`src/rtl/vga_rect_filler_pkg.sv`:
```
// -----------------------------------------------------------------------------
// vga_pkg : shared definitions for the rectangle-fill engine.
//   HD, VD      : default visible width / height in pixels
//   COORD_BITS  : default coordinate width
//   color_t     : 2-bit pixel colour encoding used on the frame-buffer port
//   fill_state_t: fill engine FSM state encoding
// -----------------------------------------------------------------------------
package vga_pkg;

    localparam int HD         = 1280;
    localparam int VD         = 1024;
    localparam int COORD_BITS = 11;

    typedef enum logic [1:0] {
        BLACK = 2'd0,
        WHITE = 2'd1,
        BLUE  = 2'd2,
        GREEN = 2'd3
    } color_t;

    typedef enum logic [1:0] {
        ST_IDLE  = 2'd0,
        ST_SETUP = 2'd1,
        ST_FILL  = 2'd2,
        ST_DONE  = 2'd3
    } fill_state_t;

endpackage

```
`src/rtl/vga_rect_filler_if.sv`:
```
// -----------------------------------------------------------------------------
// vga_rect_filler_if : command channel of the rectangle-fill engine.
//   cmd_valid_i / cmd_ready_o : valid/ready handshake
//   cmd_x0_i..cmd_y1_i        : opposite inclusive corners, any order
//   cmd_color_i               : fill colour (color_t encoding)
//   abort_i                   : terminate the fill in progress
// Modports: master = command source, slave = fill engine.
// -----------------------------------------------------------------------------
interface vga_rect_filler_if #(
    parameter int COORD_BITS = vga_pkg::COORD_BITS
);

    logic                  cmd_valid_i;
    logic                  cmd_ready_o;
    logic [COORD_BITS-1:0] cmd_x0_i;
    logic [COORD_BITS-1:0] cmd_y0_i;
    logic [COORD_BITS-1:0] cmd_x1_i;
    logic [COORD_BITS-1:0] cmd_y1_i;
    logic [1:0]            cmd_color_i;
    logic                  abort_i;

    modport master (
        output cmd_valid_i, cmd_x0_i, cmd_y0_i, cmd_x1_i, cmd_y1_i,
        output cmd_color_i, abort_i,
        input  cmd_ready_o
    );

    modport slave (
        input  cmd_valid_i, cmd_x0_i, cmd_y0_i, cmd_x1_i, cmd_y1_i,
        input  cmd_color_i, abort_i,
        output cmd_ready_o
    );

endinterface

```
`src/rtl/vga_raster_cnt.sv`:
```
// -----------------------------------------------------------------------------
// vga_raster_cnt : loadable raster-order x/y counter.
//   clk, rst_n     : clock, synchronous active-low reset
//   load           : load x/y from load_x/load_y (has priority over inc)
//   inc            : advance one pixel; wraps x to xmin and bumps y at xmax
//   xmin/xmax/ymax : bounds of the current rectangle
//   x, y           : registered current position
//   last           : position is (xmax, ymax)
// -----------------------------------------------------------------------------
module vga_raster_cnt #(
    parameter int W = 11
) (
    input  logic         clk,
    input  logic         rst_n,
    input  logic         load,
    input  logic         inc,
    input  logic [W-1:0] load_x,
    input  logic [W-1:0] load_y,
    input  logic [W-1:0] xmin,
    input  logic [W-1:0] xmax,
    input  logic [W-1:0] ymax,
    output logic [W-1:0] x,
    output logic [W-1:0] y,
    output logic         last
);

    localparam logic [W-1:0] ONE = {{(W-1){1'b0}}, 1'b1};

    assign last = (x == xmax) && (y == ymax);

    // Position register: load, or step in raster order with row wrap
    always_ff @(posedge clk) begin
        if (!rst_n) begin
            x <= {W{1'b0}};
            y <= {W{1'b0}};
        end else if (load) begin
            x <= load_x;
            y <= load_y;
        end else if (inc) begin
            if (x == xmax) begin
                x <= xmin;
                y <= y + ONE;
            end else begin
                x <= x + ONE;
            end
        end
    end

endmodule

```
`src/rtl/vga_rect_filler.sv`:
```
// -----------------------------------------------------------------------------
// vga_rect_filler : filled-rectangle pixel generator feeding a frame-buffer
// write port, one pixel per clock in raster order.
//   clk50mhz_i, arstn_i : clock, synchronous active-low reset
//   cmd (slave)         : command handshake, corners, colour, abort
//   we_o                : frame-buffer write strobe
//   addr_x_o, addr_y_o  : pixel column / row
//   color_o             : pixel colour
//   busy_o              : engine not idle
//   done_o              : one-cycle pulse when a command completes
// All outputs are registered except cmd.cmd_ready_o.
// -----------------------------------------------------------------------------
module vga_rect_filler #(
    parameter int HD         = vga_pkg::HD,
    parameter int VD         = vga_pkg::VD,
    parameter int COORD_BITS = vga_pkg::COORD_BITS
) (
    input  logic                  clk50mhz_i,
    input  logic                  arstn_i,
    vga_rect_filler_if.slave      cmd,
    output logic                  we_o,
    output logic [COORD_BITS-1:0] addr_x_o,
    output logic [COORD_BITS-1:0] addr_y_o,
    output logic [1:0]            color_o,
    output logic                  busy_o,
    output logic                  done_o
);

    import vga_pkg::*;

    localparam logic [COORD_BITS-1:0] HD_C  = COORD_BITS'(HD);
    localparam logic [COORD_BITS-1:0] VD_C  = COORD_BITS'(VD);
    localparam logic [COORD_BITS-1:0] HD_M1 = COORD_BITS'(HD - 1);
    localparam logic [COORD_BITS-1:0] VD_M1 = COORD_BITS'(VD - 1);
    localparam logic [COORD_BITS-1:0] ZERO  = {COORD_BITS{1'b0}};

    fill_state_t           state_r;
    fill_state_t           state_next_s;

    logic [COORD_BITS-1:0] x0_r, y0_r, x1_r, y1_r;
    color_t                color_cmd_r;
    logic [COORD_BITS-1:0] xmin_r, xmax_r, ymax_r;

    logic [COORD_BITS-1:0] xmin_s, xmax_s, ymin_s, ymax_s;
    logic [COORD_BITS-1:0] xmax_clip_s, ymax_clip_s;
    logic                  offscreen_s;

    logic                  accept_s;
    logic                  load_s;
    logic                  inc_s;
    logic                  we_next_s;
    logic                  done_next_s;
    logic [1:0]            color_next_s;
    logic                  last_s;

    // Ready is combinational so a command can be taken on the first idle edge
    assign cmd.cmd_ready_o = (state_r == ST_IDLE) && arstn_i;

    // Normalise latched corners and clip the far edge to the visible area
    always_comb begin
        xmin_s      = (x0_r < x1_r) ? x0_r : x1_r;
        xmax_s      = (x0_r < x1_r) ? x1_r : x0_r;
        ymin_s      = (y0_r < y1_r) ? y0_r : y1_r;
        ymax_s      = (y0_r < y1_r) ? y1_r : y0_r;
        xmax_clip_s = (xmax_s > HD_M1) ? HD_M1 : xmax_s;
        ymax_clip_s = (ymax_s > VD_M1) ? VD_M1 : ymax_s;
        offscreen_s = (xmin_s >= HD_C) || (ymin_s >= VD_C);
    end

    // Next-state and next-output logic; outputs are registered one edge later
    always_comb begin
        state_next_s = state_r;
        accept_s     = 1'b0;
        load_s       = 1'b0;
        inc_s        = 1'b0;
        we_next_s    = 1'b0;
        done_next_s  = 1'b0;
        color_next_s = color_o;
        case (state_r)
            ST_IDLE: begin
                if (cmd.cmd_valid_i && cmd.cmd_ready_o) begin
                    accept_s     = 1'b1;
                    state_next_s = ST_SETUP;
                end else begin
                    state_next_s = ST_IDLE;
                end
            end
            ST_SETUP: begin
                if (offscreen_s) begin
                    done_next_s  = 1'b1;
                    state_next_s = ST_DONE;
                end else begin
                    load_s       = 1'b1;
                    we_next_s    = 1'b1;
                    color_next_s = color_cmd_r;
                    state_next_s = ST_FILL;
                end
            end
            ST_FILL: begin
                // The pixel on the port this cycle is the final one on abort
                if (cmd.abort_i || last_s) begin
                    done_next_s  = 1'b1;
                    state_next_s = ST_DONE;
                end else begin
                    inc_s        = 1'b1;
                    we_next_s    = 1'b1;
                end
            end
            ST_DONE: begin
                state_next_s = ST_IDLE;
            end
            default: begin
                state_next_s = ST_IDLE;
            end
        endcase
    end

    // FSM state, registered outputs, latched command and clipped bounds
    always_ff @(posedge clk50mhz_i) begin
        if (!arstn_i) begin
            state_r     <= ST_IDLE;
            we_o        <= 1'b0;
            done_o      <= 1'b0;
            busy_o      <= 1'b0;
            color_o     <= 2'd0;
            x0_r        <= ZERO;
            y0_r        <= ZERO;
            x1_r        <= ZERO;
            y1_r        <= ZERO;
            color_cmd_r <= BLACK;
            xmin_r      <= ZERO;
            xmax_r      <= ZERO;
            ymax_r      <= ZERO;
        end else begin
            state_r <= state_next_s;
            we_o    <= we_next_s;
            done_o  <= done_next_s;
            busy_o  <= (state_next_s != ST_IDLE);
            color_o <= color_next_s;
            if (accept_s) begin
                x0_r        <= cmd.cmd_x0_i;
                y0_r        <= cmd.cmd_y0_i;
                x1_r        <= cmd.cmd_x1_i;
                y1_r        <= cmd.cmd_y1_i;
                color_cmd_r <= color_t'(cmd.cmd_color_i);
            end
            if (load_s) begin
                xmin_r <= xmin_s;
                xmax_r <= xmax_clip_s;
                ymax_r <= ymax_clip_s;
            end
        end
    end

    // The counter registers double as the address outputs
    vga_raster_cnt #(
        .W(COORD_BITS)
    ) u_cnt (
        .clk    (clk50mhz_i),
        .rst_n  (arstn_i),
        .load   (load_s),
        .inc    (inc_s),
        .load_x (xmin_s),
        .load_y (ymin_s),
        .xmin   (xmin_r),
        .xmax   (xmax_r),
        .ymax   (ymax_r),
        .x      (addr_x_o),
        .y      (addr_y_o),
        .last   (last_s)
    );

endmodule
```
`src/flat_wrapper.sv`:
```
// flat-port wrapper written by rule: the top's interface ports become plain ports
module vga_rect_filler_flat import vga_pkg::*;
#(
    parameter int HD         = vga_pkg::HD,
    parameter int VD         = vga_pkg::VD,
    parameter int COORD_BITS = vga_pkg::COORD_BITS
)
  (clk50mhz_i, arstn_i, we_o, addr_x_o, addr_y_o, color_o, busy_o, done_o, cmd_cmd_valid_i, cmd_cmd_x0_i, cmd_cmd_y0_i, cmd_cmd_x1_i, cmd_cmd_y1_i, cmd_cmd_color_i, cmd_abort_i, cmd_cmd_ready_o);
  vga_rect_filler_if #(.COORD_BITS(COORD_BITS)) cmd_i ();
  input  logic clk50mhz_i;
  input  logic arstn_i;
  output logic we_o;
  output logic [COORD_BITS-1:0] addr_x_o;
  output logic [COORD_BITS-1:0] addr_y_o;
  output logic [1:0] color_o;
  output logic busy_o;
  output logic done_o;
  input wire logic [$bits(cmd_i.cmd_valid_i)-1:0] cmd_cmd_valid_i;
  input wire logic [$bits(cmd_i.cmd_x0_i)-1:0] cmd_cmd_x0_i;
  input wire logic [$bits(cmd_i.cmd_y0_i)-1:0] cmd_cmd_y0_i;
  input wire logic [$bits(cmd_i.cmd_x1_i)-1:0] cmd_cmd_x1_i;
  input wire logic [$bits(cmd_i.cmd_y1_i)-1:0] cmd_cmd_y1_i;
  input wire logic [$bits(cmd_i.cmd_color_i)-1:0] cmd_cmd_color_i;
  input wire logic [$bits(cmd_i.abort_i)-1:0] cmd_abort_i;
  output wire logic [$bits(cmd_i.cmd_ready_o)-1:0] cmd_cmd_ready_o;
  assign cmd_i.cmd_valid_i = cmd_cmd_valid_i;
  assign cmd_i.cmd_x0_i = cmd_cmd_x0_i;
  assign cmd_i.cmd_y0_i = cmd_cmd_y0_i;
  assign cmd_i.cmd_x1_i = cmd_cmd_x1_i;
  assign cmd_i.cmd_y1_i = cmd_cmd_y1_i;
  assign cmd_i.cmd_color_i = cmd_cmd_color_i;
  assign cmd_i.abort_i = cmd_abort_i;
  assign cmd_cmd_ready_o = cmd_i.cmd_ready_o;
  vga_rect_filler #(.HD(HD), .VD(VD), .COORD_BITS(COORD_BITS)) u_core (.clk50mhz_i(clk50mhz_i), .arstn_i(arstn_i), .cmd(cmd_i), .we_o(we_o), .addr_x_o(addr_x_o), .addr_y_o(addr_y_o), .color_o(color_o), .busy_o(busy_o), .done_o(done_o));
endmodule
```
`config.mk`:
```
export PLATFORM = sky130hd
export DESIGN_NAME = vga_rect_filler_flat
export DESIGN_NICKNAME = d
export VERILOG_FILES = /design/src/rtl/vga_rect_filler_pkg.sv /design/src/rtl/vga_rect_filler_if.sv /design/src/rtl/vga_raster_cnt.sv /design/src/rtl/vga_rect_filler.sv /design/src/flat_wrapper.sv
export SDC_FILE = /design/constraint.sdc
export NUM_CORES = 1
export LEC_CHECK = 0
export ABC_CLOCK_PERIOD_IN_PS = 3100
export CAP_MARGIN = 0
export CORE_MARGIN = 3
export CORE_UTILIZATION = 56
export CTS_BUF_LIST = sky130_fd_sc_hd__clkbuf_16
export DETAILED_ROUTE_END_ITERATION = 10
export PLACE_DENSITY = 0.81
export SETUP_SLACK_MARGIN = 0.02
export SLEW_MARGIN = 20
export SYNTH_ARGS = -nofsm -noshare
export SYNTH_HDL_FRONTEND = slang
export SYNTH_SLANG_ARGS = --single-unit
```
`constraint.sdc`:
```
create_clock -name clk50mhz_i -period 3.1 [get_ports clk50mhz_i]
set_input_delay 0.465 -clock clk50mhz_i [delete_from_list [all_inputs] [get_ports clk50mhz_i]]
set_output_delay 0.465 -clock clk50mhz_i [all_outputs]
set_load 0.02 [all_outputs]
```
==> out/results.env <==
OUTCOME='finished clean'
SYNTH_EDF_COUNT=0
GP_ROUTABILITY_CONGESTION=0.919
YOSYSWARNINGS=0
VIASPERCELL=6.17
HTREE_NUM_LEVELS=3
FIN_CRIT_NS=2.89
SYN_TO_FINAL_GROWTH_PCT=21.6
FINAL_LAYOUT_SIZE_SUFFIX_GT1_FRAC=0.0821
TIMING.HOLD.WORST.START='u_core.color_cmd_r[1]'
SYNTH.CELL_AREA_UM2=5820
POST_CTS_HOLD_BUFFER_COUNT=0
WORSTPATHARRIVAL_NS=3.16
POSTSYNTHCELLCOUNT=706
FINAL_MIN_PERIOD_OVER_CLOCK_PERIOD=0.932
CLK_ROOT_BUFFER_CELL='sky130_fd_sc_hd__clkbuf_16'
GRT_OVERFLOW_TOTAL=0
POWER.DENSITY_CELL_AREA_nW_PER_UM2=618
VDD_IR_DROP_MAX_V=0.000321
WIRELENGTH_UM=16400
GRT_UTIL_ALL_LAYERS=0.288
REG2REG_FROM='u_core.x1_r[6]'
POWER.SEQUENTIAL.FRACTION=0.378
CLOCKBUFFERDEPTH=2
POST-ROUTE-DRC-COUNT=0
CLK_SINK_COUNT=108
SLEW_VIOL_FINAL=0
POSTSYNTH.ASYNCRESETSHARE=0
DIEWIDTH_UM=108
SWITCHING_POWER_uW=1510
TIMING.MAX_SLEW.REL_SLACK=0.581
FINAL_UTIL=0.711
SYNTH-COMPOUND-AREA-SHARE=0.246
POST_ROUTE_SETUP_TNS_NS=0
TRITONCTS_CLOCK_TREE='built'
TIMING.CRITICAL_PATH.FROM='u_core.x1_r[6]'
SYNTH-XOR-AREA-SHARE=0.0482
GRT_PASS1_VIAS=5253
SYNTH.AREA.MUX_SHARE=0.0312
CLKLATENCYLATEPIN_NS=0.35
TIMING_WORST_SLEW_PIN_VALUE_NS=0.626
LAYOUT_COMMONEST_CELL='sky130_fd_sc_hd__nand2_1'
POWER.STATIC_LEAKAGE_uW=0.00265
GRT_FIRST_PASS_WIRELENGTH_UM=26600
POST_DETAILED_ROUTE_COUNT_OF_ANTENNA_VIOLATING_NETS=0
FP.DIEAREA_UM2=11600
SETUP.WORST_PATH.END_CLASS='flop'
FLOORPLAN.INITIALDENSITY=0.584
GRT_MAX_DEGREE=76
FILLER_CELL_COUNT=790
SYNTH.LIB_CELLS_USED.DISTINCT=61
SYNTHFLOPTYPE='sky130_fd_sc_hd__dfxtp_1'
CRITICAL_PATH_PEAK_FANOUT=22
CLK_PIN_SLEW_NS=0.07
SYNTH_TOP_FAMILY_BY_AREA='compound AO/OA/AOI/OAI gates'
YOSYS_REGISTER_BITS=108
BUFFER_PORTS.INSERTED=77
LAYOUT_COMMON_CELLS='sky130_fd_sc_hd__nand2_1 (115), sky130_fd_sc_hd__dfxtp_1 (107), sky130_fd_sc_hd__clkdlybuf4s50_1 (77)'
DETAIL_ROUTE.WL_PER_CELL_UM=18.2
YOSYS.AREA_SHARE.SIMPLE=0.188
IO_PINS=78
CORE_AREA_UM2=9950
ANTENNA-DIODE-COUNT=0
SHARE_CLK_OF_TOTAL_POWER=0.302
FLOORPLAN.ROWS=36
FMAXACHIEVABLE_MHz=346
CTS_BUFFERS=9
FINALNETCOUNT=837
SYN_AVG_CELL_AREA_UM2=8.24
SHARE_COMB_OF_TOTAL_POWER=0.320
REPORT.FINAL.SETUP_VIOL=0
PORTION_OF_THE_POST_SYNTHESIS_AREA_USED_BY_SEQUENTIAL_ELEMENTS=0.372
VIA_COUNT=5550
INITIALDRTVIOLATIONCOUNT=533
DIE_Y_UM=108
FINALHOLDVIOLCOUNT=0
DRT_PASS1_ITERATIONS=6
TIMING.HOLD.WORST.CLASS='flop to flop'
SWITCHING_SHARE=0.346
CP_DATA_REQUIRED_TIME_NS=3.37
NUMBER_OF_ANTENNA_VIOLATIONS_AT_THE_FIRST_CHECK_IN_GLOBAL_ROUTING=0
MAX_CAP_VIOLATIONS=0
POST_SYNTH_FA_HA_MAJ_AREA_FRACTION=0.0538
FINAL.SETUP_SKEW_NS=0.00804
INT_POWER_uW=2860
HPWL_UM=11900
WORSTSETUPPATHTYPE='flop to flop'
SYN-NUM-NETS=781
RSZ_0062_RAISED_AFTER_GLOBAL_ROUTING='false'
STARTPOINT_TYPE='flop'
[layout make-up]
cell class | count | area, um^2 | share of cell area
tap | 133 | 166 | 0.0235
clock inverter | 7 | 115 | 0.0163
multi-input combinational | 515 | 3330 | 0.470
clock buffer | 9 | 225 | 0.0318
sequential | 108 | 2160 | 0.306
inverter | 30 | 113 | 0.0159
timing repair buffer | 98 | 966 | 0.136
[what timing repair did]
| action | 4_1_cts | 5_1_grt |
|---|---|---|
| resized for setup | 0 | 3 |
| setup endpoints to repair | 0 | 40 |
| setup buffers | 0 | 0 |
[synth_stat cells, types with 4 or more instances]
master	count	area share
sky130_fd_sc_hd__o21ai_0	58	0.050
sky130_fd_sc_hd__o21a_1	7	0.0090
sky130_fd_sc_hd__nor2b_1	4	0.0043
sky130_fd_sc_hd__nand4_1	11	0.012
sky130_fd_sc_hd__buf_2	11	0.0095
sky130_fd_sc_hd__dfxtp_1	108	0.37
sky130_fd_sc_hd__a21oi_1	51	0.044
sky130_fd_sc_hd__xnor2_1	23	0.035
sky130_fd_sc_hd__o211a_1	5	0.0086
sky130_fd_sc_hd__o221a_2	8	0.015
sky130_fd_sc_hd__mux2_2	5	0.0097
sky130_fd_sc_hd__nor2_1	19	0.012
sky130_fd_sc_hd__nor3_1	26	0.022
sky130_fd_sc_hd__inv_1	30	0.019
sky130_fd_sc_hd__and3_1	9	0.0097
sky130_fd_sc_hd__ha_1	25	0.054
sky130_fd_sc_hd__nand2b_1	4	0.0043
sky130_fd_sc_hd__a2111o_1	10	0.019
sky130_fd_sc_hd__nand3_1	16	0.014
sky130_fd_sc_hd__a21o_1	4	0.0052
sky130_fd_sc_hd__a211oi_1	8	0.010
sky130_fd_sc_hd__xor2_1	9	0.014
sky130_fd_sc_hd__clkbuf_1	38	0.025
sky130_fd_sc_hd__o31ai_1	22	0.028
sky130_fd_sc_hd__a31oi_1	8	0.0086
sky130_fd_sc_hd__a311oi_1	8	0.012
sky130_fd_sc_hd__mux2i_1	11	0.019
sky130_fd_sc_hd__a211o_1	4	0.0060
sky130_fd_sc_hd__nand2_1	115	0.074
[registers in the layout, summed over array words and instances (netlist names)]
register / count
u_core.u_cnt.x: 11
u_core.u_cnt.y: 11
u_core.x0_r: 11
u_core.x1_r: 11
u_core.xmax_r: 11
u_core.xmin_r: 11
u_core.y0_r: 11
u_core.y1_r: 11
u_core.ymax_r: 11
u_core.color_cmd_r: 2
u_core.color_o: 2
u_core.state_r: 2
u_core.busy_o: 1
u_core.done_o: 1
u_core.we_o: 1
[per-layer routing]
layer	up-vias	track usage	wire (um)
met5	-	0	0
met4	0	0.0721	236
met3	25	0.0519	1390
met2	262	0.455	7490
met1	2595	0.411	7300
li1	2668	-	-
[logic make-up after synthesis]
group | Yosys count
and+or+nand+nor | 228
AOI/OAI and AO/OA | 213
DFF | 108
buffers and inverters | 83
xor gates and xnor gates | 32
adders and majority gates | 25
muxes | 17
[worst paths after layout]
path	end	slack (ns)	depth (start not counted)
setup / recovery	u_core.u_cnt.x[6]	0.21	10
hold / removal	u_core.color_cmd_r[1]	0.49	2
setup reg to reg	u_core.u_cnt.x[6]	0.21	10
hold reg to reg	u_core.color_cmd_r[1]	0.49	2
[worst max-delay path, cell delays in order, from the launching register on]
cell                      delay [ns]
sky130_fd_sc_hd__dfxtp_1        0.33
sky130_fd_sc_hd__inv_1          0.07
sky130_fd_sc_hd__ha_1           0.30
sky130_fd_sc_hd__and3_1         0.19
sky130_fd_sc_hd__nand3_1        0.10
sky130_fd_sc_hd__o21a_1         0.21
sky130_fd_sc_hd__o21ai_2        0.47
sky130_fd_sc_hd__buf_4          0.36
sky130_fd_sc_hd__mux2i_1        0.18
sky130_fd_sc_hd__or4_1          0.49
sky130_fd_sc_hd__o31ai_1        0.09
[stage by stage]
step	setup WS (ns)	instances	total power (uW)	hold WS (ns)	area, um^2
final	0.211	900	4370	0.486	7080
after global routing	0.0562	900	4580	0.515	7080
after CTS	0.0502	900	4350	0.483	7060
after detailed placement	0.106	884	3040	0.466	6720
after global placement	0.282	884	2990	0.450	6720
after floorplan	0.491	706	2580	0.431	5820
[power groups by stage]
stage	registers (uW)	logic (uW)	clock network, uW
finish	1650	1400	1320
global route	1670	1540	1380
CTS	1650	1380	1320
detailed placement	1680	1360	0
global placement	1670	1320	0
floorplan	1670	917	0
No activity file was read; power rests on OpenSTA's default activity.
